==> config.mk <==
export PLATFORM = sky130hd
export DESIGN_NAME = display_page_scheduler
export DESIGN_NICKNAME = d
export VERILOG_FILES = /design/src/rtl/display_page_scheduler.sv
export SDC_FILE = /design/constraint.sdc
export NUM_CORES = 1
export LEC_CHECK = 0
export BUFFER_PORTS_ARGS = -buffer_cell sky130_fd_sc_hd__buf_2
export CAP_MARGIN = 20
export CORE_MARGIN = 10
export CORE_UTILIZATION = 34
export CTS_BUF_LIST = sky130_fd_sc_hd__clkbuf_8
export DETAILED_ROUTE_END_ITERATION = 10
export SLEW_MARGIN = 25
export SYNTH_ARGS = -nofsm -noshare
export SYNTH_HDL_FRONTEND = slang
export SYNTH_SLANG_ARGS = --single-unit
==> constraint.sdc <==
create_clock -name clk -period 3.1 [get_ports clk]
set_input_delay 0.31 -clock clk [delete_from_list [all_inputs] [get_ports clk]]
set_output_delay 0.31 -clock clk [all_outputs]
set_load 0.005 [all_outputs]
==> src/rtl/display_page_scheduler.sv <==
// display_page_scheduler: arbitrates the dashboard right-hand field between the
// normal speed page, the rotating OBD pages and prioritised vehicle warnings,
// and produces the warning blink/blank control for the display driver.
module display_page_scheduler #(
  parameter int unsigned ROTATE_TICKS = 30,
  parameter int unsigned WARN_HOLD    = 20,
  parameter int unsigned BLINK_HALF   = 5
) (
  input  logic       clk,
  input  logic       rst,
  input  logic       tick_100ms,
  input  logic       obd_mode_sw,
  input  logic       page_btn,
  input  logic       warn_ack,
  input  logic [2:0] warn_req,
  output logic [2:0] page_sel,
  output logic [1:0] warn_id,
  output logic       blank_right,
  output logic       warn_active
);

  localparam int unsigned RW = (ROTATE_TICKS > 1) ? $clog2(ROTATE_TICKS) : 1;
  localparam int unsigned HW = $clog2(WARN_HOLD + 1);
  localparam int unsigned BW = (BLINK_HALF > 1) ? $clog2(BLINK_HALF) : 1;

  localparam logic [1:0] ST_NORMAL = 2'd0;
  localparam logic [1:0] ST_OBD    = 2'd1;
  localparam logic [1:0] ST_WARN   = 2'd2;

  logic [1:0]    state, state_nxt;
  logic          obd_two, obd_two_nxt;     // 0 = OBD page 1, 1 = OBD page 2
  logic [RW-1:0] rot_cnt, rot_cnt_nxt;
  logic [HW-1:0] hold_cnt, hold_cnt_nxt;
  logic [BW-1:0] blink_cnt, blink_cnt_nxt;
  logic          blink_on, blink_on_nxt;
  logic [2:0]    mask, mask_nxt;
  logic [1:0]    warn_id_nxt;
  logic [2:0]    page_sel_nxt;
  logic          blank_right_nxt;
  logic          warn_active_nxt;

  logic [2:0]    pend;
  logic [2:0]    rest;
  logic [2:0]    cur_bit;
  logic [2:0]    mask_set;
  logic [1:0]    win;
  logic [1:0]    restart_id;
  logic          restart;
  logic          hold_done;

  // Highest-priority pending warning code: overheat, then overspeed, then low fuel
  function automatic logic [1:0] pick(input logic [2:0] p);
    if (p[1])      return 2'd2;
    else if (p[2]) return 2'd3;
    else if (p[0]) return 2'd1;
    else           return 2'd0;
  endfunction

  // Priority rank of a warning code (larger wins, 0 = no warning)
  function automatic logic [1:0] rank(input logic [1:0] code);
    case (code)
      2'd2:    return 2'd3;
      2'd3:    return 2'd2;
      2'd1:    return 2'd1;
      default: return 2'd0;
    endcase
  endfunction

  // Request bit that a warning code stands for
  function automatic logic [2:0] code_bit(input logic [1:0] code);
    case (code)
      2'd1:    return 3'b001;
      2'd2:    return 3'b010;
      2'd3:    return 3'b100;
      default: return 3'b000;
    endcase
  endfunction

  // Next-state, counter and output decode
  always_comb begin
    state_nxt     = state;
    obd_two_nxt   = obd_two;
    rot_cnt_nxt   = rot_cnt;
    hold_cnt_nxt  = hold_cnt;
    blink_cnt_nxt = blink_cnt;
    blink_on_nxt  = blink_on;
    warn_id_nxt   = warn_id;
    mask_set      = 3'b000;
    restart       = 1'b0;
    restart_id    = 2'd0;
    rest          = 3'b000;

    pend      = warn_req & ~mask;
    win       = pick(pend);
    cur_bit   = code_bit(warn_id);
    hold_done = (hold_cnt == HW'(WARN_HOLD));

    case (state)
      ST_NORMAL: begin
        if (pend != 3'b000) begin
          restart    = 1'b1;
          restart_id = win;
        end else if (obd_mode_sw) begin
          state_nxt   = ST_OBD;
          obd_two_nxt = 1'b0;
          rot_cnt_nxt = '0;
        end
      end
      ST_OBD: begin
        if (pend != 3'b000) begin
          restart    = 1'b1;
          restart_id = win;
        end else if (!obd_mode_sw) begin
          state_nxt = ST_NORMAL;
        end else if (page_btn) begin
          // manual advance takes precedence over a coincident rotate tick
          obd_two_nxt = ~obd_two;
          rot_cnt_nxt = '0;
        end else if (tick_100ms) begin
          if (rot_cnt == RW'(ROTATE_TICKS - 1)) begin
            obd_two_nxt = ~obd_two;
            rot_cnt_nxt = '0;
          end else begin
            rot_cnt_nxt = rot_cnt + RW'(1);
          end
        end
      end
      ST_WARN: begin
        if (rank(win) > rank(warn_id)) begin
          restart    = 1'b1;
          restart_id = win;
        end else begin
          if (warn_ack && hold_done) mask_set = cur_bit;
          if (hold_done && (((warn_req & cur_bit) == 3'b000) || warn_ack)) begin
            rest = pend & ~cur_bit;
            if (rest != 3'b000) begin
              restart    = 1'b1;
              restart_id = pick(rest);
            end else begin
              state_nxt   = obd_mode_sw ? ST_OBD : ST_NORMAL;
              warn_id_nxt = 2'd0;
              rot_cnt_nxt = '0;
            end
          end else if (tick_100ms) begin
            if (!hold_done) hold_cnt_nxt = hold_cnt + HW'(1);
            if (blink_cnt == BW'(BLINK_HALF - 1)) begin
              blink_cnt_nxt = '0;
              blink_on_nxt  = ~blink_on;
            end else begin
              blink_cnt_nxt = blink_cnt + BW'(1);
            end
          end
        end
      end
      default: state_nxt = ST_NORMAL;
    endcase

    if (restart) begin
      state_nxt     = ST_WARN;
      warn_id_nxt   = restart_id;
      hold_cnt_nxt  = '0;
      blink_cnt_nxt = '0;
      blink_on_nxt  = 1'b1;
    end

    mask_nxt = (mask | mask_set) & warn_req;

    if (state_nxt == ST_WARN)     page_sel_nxt = 3'd4;
    else if (state_nxt == ST_OBD) page_sel_nxt = obd_two_nxt ? 3'd2 : 3'd1;
    else                          page_sel_nxt = 3'd0;
    blank_right_nxt = (state_nxt == ST_WARN) && !blink_on_nxt;
    warn_active_nxt = (state_nxt == ST_WARN);
  end

  // State, counters and registered outputs
  always_ff @(posedge clk or posedge rst) begin
    if (rst) begin
      state       <= ST_NORMAL;
      obd_two     <= 1'b0;
      rot_cnt     <= '0;
      hold_cnt    <= '0;
      blink_cnt   <= '0;
      blink_on    <= 1'b1;
      mask        <= 3'b000;
      warn_id     <= 2'd0;
      page_sel    <= 3'd0;
      blank_right <= 1'b0;
      warn_active <= 1'b0;
    end else begin
      state       <= state_nxt;
      obd_two     <= obd_two_nxt;
      rot_cnt     <= rot_cnt_nxt;
      hold_cnt    <= hold_cnt_nxt;
      blink_cnt   <= blink_cnt_nxt;
      blink_on    <= blink_on_nxt;
      mask        <= mask_nxt;
      warn_id     <= warn_id_nxt;
      page_sel    <= page_sel_nxt;
      blank_right <= blank_right_nxt;
      warn_active <= warn_active_nxt;
    end
  end

endmodule

==> results.sh <==
export IMPL_outcome="finished, final reports clean"
export IMPL_layout_min_cycle_time_ps=2693
export IMPL_die_w_microns=90.62
export IMPL_cpLargestDelayFamily="compound AO/OA/AOI/OAI gates"
export IMPL_antenna_cells=0
export IMPL_drt_iter0_markers=114
export IMPL_cts_buffers=3
export IMPL_cpPeakStageDelay_ps=470
export IMPL_post_place_ws_ps=399.1
export IMPL_layout_cells_non_filler=258
export IMPL_clockBufferDepth=2
export IMPL_max_freq_mhz=371.3
export IMPL_vias=1319
export IMPL_synth_cell_types=51
export IMPL_nets=214
export IMPL_synth_nets=200
export IMPL_grt_pass1_wl_microns=6216
export IMPL_syn_to_final_growth_pct=11.44
export IMPL_rows=25
export IMPL_start_kind="flip-flop"
export IMPL_synthAdderAreaFrac_pct=9.594
export IMPL_grt_pass1_vias=1383
export IMPL_final_cell_mix="dfrtp_1 (25), buf_2 (15), ha_1 (13), nor2_1 (11), a21oi_1 (10)"
export IMPL_skew_ps=1.674
export IMPL_layout_commonest_cell="dfrtp_1"
export IMPL_finalSetupViolCount=0
export IMPL_start_util_pct=35.42
export IMPL_power_leakage_uw=0.0008425
export IMPL_cts_max_level=1
export IMPL_path_buf_inv=0
export IMPL_drv_cap=0
export IMPL_synthXorXnorAreaFrac_pct=3.100
export IMPL_synth_simple_gate_area_share_pct=23.62
export IMPL_place_congestion=0.8592
export IMPL_synth_edf_count=0
export IMPL_yosysWarnings=0
export IMPL_yosys_register_bits=26
export IMPL_pin_count=16
export IMPL_critPathSlowestCell="a21boi_1"
export IMPL_rsz0062_at_grt="no"
export IMPL_ctsHoldBuffers=0
export IMPL_postCtsResizedCells=0
export IMPL_arrival_ps=2900
export IMPL_drc=0
export IMPL_synthCells=178
export IMPL_cts_tree="yes"
export IMPL_path_cells="nand2b_1 -> nand2_1 -> ha_1 -> nor2b_1 -> o21a_1 -> o22ai_1 -> a21boi_1 -> mux2i_1"
export IMPL_hold_viol_final=0
export IMPL_io_buffers=15
export IMPL_clk_latency_ps=270
export IMPL_overflow=0
export IMPL_antenna_left=0
export IMPL_timing_final_ws_setup_ps=407.1
export IMPL_path_max_fanout=11
export IMPL_synth_flop_cell="dfrtp_1"
export IMPL_dieArea_sq_mm=0.008211
export IMPL_setup_tns_ps=0
export IMPL_synth_compound_area_share_pct=18.52
export IMPL_synth_top_family_by_area="simple AND/OR/NAND/NOR gates"
export IMPL_dp_cells=254
export IMPL_grt_total_usage_pct=8.795
export IMPL_drive_gt1_share_pct=14.14
export IMPL_clkTransAtPathRegs_ps=100
export IMPL_finalPower_uw=1362
export IMPL_antenna_found_initial=0
export IMPL_period_share_pct=86.87
export IMPL_core_sq_mm=0.004786
export IMPL_postCtsSetupBuffers=0
export IMPL_firstDrtPassIters=4
export IMPL_crit_required_ps=3300
export IMPL_cts_sinks=26
export IMPL_viasPerCell=5.112
export IMPL_grt_max_degree=27
export IMPL_tightest_slew_ps=827.7
export IMPL_muxShareOfSynthArea_pct=2.362
export IMPL_synth_seq_area_share_pct=38.45
export IMPL_vdd_ir_drop_max_mv=0.2620
export IMPL_hold_class="in -> async"
export IMPL_dp_hpwl_microns=2702
export IMPL_holdWs_ps=70.11
export IMPL_worst_setup_path_type="reg -> reg"
export IMPL_slew_headroom_pct=44.40
export IMPL_fp_dieH_microns=90.62
export IMPL_drv_slew=0
export IMPL_cts_root_buf="clkbuf_8"
export IMPL_end_kind="flip-flop"
export IMPL_netlist_area_sq_mm=0.001695
export IMPL_ys_async_sr_fraction_pct=100.0
export IMPL_cellPowerDensity_mw_per_mm2=720.6
export IMPL_drt_wl_total_microns=3492
export IMPL_syn_avg_cell_area_sq_um=9.525
export IMPL_wl_per_cell_microns=13.53
[kinds of logic (layout without fill, tap and decap cells)]
logic type	after synthesis	after routing
adders and majority gates	13	13
xor gates and xnor gates	6	6
buffers and inverters	16	29
DFF	26	26
AOI/OAI and AO/OA	43	43
muxes	4	4
and+or+nand+nor	70	70
[registers in the layout (all words and copies together), names as in the netlist, 2 cells and up]
signal and flops:
mask 3, blink_cnt 3, state 2, hold_cnt 5, page_sel 3, warn_id 2, rot_cnt 5
[routing by layer]
layer	wire [microns]	vias up	global-route usage [%]
met5	0	-	0
li1	-	665	-
met1	1610	632	10.55
met2	1721	20	15.20
met4	19	0	2.653
met3	141	2	1.912
[cells in the mapped netlist, types with 2 or more instances]
cell	count	area [sq um]
nor2b_1	8	50.05
o22ai_1	2	12.51
dfrtp_1	25	625.6
nor3_1	7	35.03
nor2_1	11	41.29
nand3_1	5	25.02
a21boi_1	2	15.01
mux2i_1	4	40.04
nor4_1	2	12.51
o211ai_1	2	15.01
and3_1	3	18.77
o21bai_1	2	15.01
a21oi_1	10	50.05
nand2_1	9	33.78
or3b_1	2	17.52
ha_1	13	162.7
nand4_1	2	12.51
nand2b_1	9	56.30
inv_1	10	37.54
clkbuf_1	2	7.510
a31oi_1	8	50.05
and2_1	2	12.51
nand3b_1	2	15.01
o21ai_0	4	20.02
buf_2	2	10.01
xnor2_1	5	43.79
[worst paths after layout]
kind                                        start                        to  slack, ps  cells past startpoint
setup reg to reg                mask[2]$_DFF_PP0_    rot_cnt[1]$_DFFE_PP0P_        410                      8
hold / removal                                rst  blink_cnt[1]$_DFFE_PP0P_         70                      2
setup / recovery                mask[2]$_DFF_PP0_    rot_cnt[1]$_DFFE_PP0P_        410                      8
min in group clk                      warn_req[1]         mask[1]$_DFF_PP0_        310                      2
max in group asynchronous                     rst        blink_on$_DFF_PP1_       2660                      2
hold reg to reg            rot_cnt[4]$_DFFE_PP0P_    rot_cnt[4]$_DFFE_PP0P_        500                      1
[power by group]
group	total, uW	switching [uW]	internal [uW]	leakage [uW]
combinational	626	380	246	0.000464
clock	286	114	173	0.0000357
sequential	449	57.1	392	0.000343
[worst reg2reg max path: stages (launching register included)]
cell	delay [ps]
dfrtp_1	370
nand2b_1	320
nand2_1	130
ha_1	310
nor2b_1	140
o21a_1	290
o22ai_1	380
a21boi_1	470
mux2i_1	230
[area by class of cell]
class                           instances  area [sq um]
Clock buffer                            3         41.29
Clock inverter                          1         30.03
Fill cell                             479          2897
Inverter                               10         37.54
Multi-Input combinational cell        136         969.7
Sequential cell                        26         651.9
Tap cell                               67         83.83
Timing Repair Buffer                   15         75.07
[per-stage QoR]
step | utilization (%) | instance area, sq um
floorplan | - | 1695
finish | 39.48 | 1889
global placement | 37.99 | 1818
detailed placement | 37.99 | 1818
CTS | 39.48 | 1889
global route | 39.48 | 1889
(Power assumes the default switching activity.)
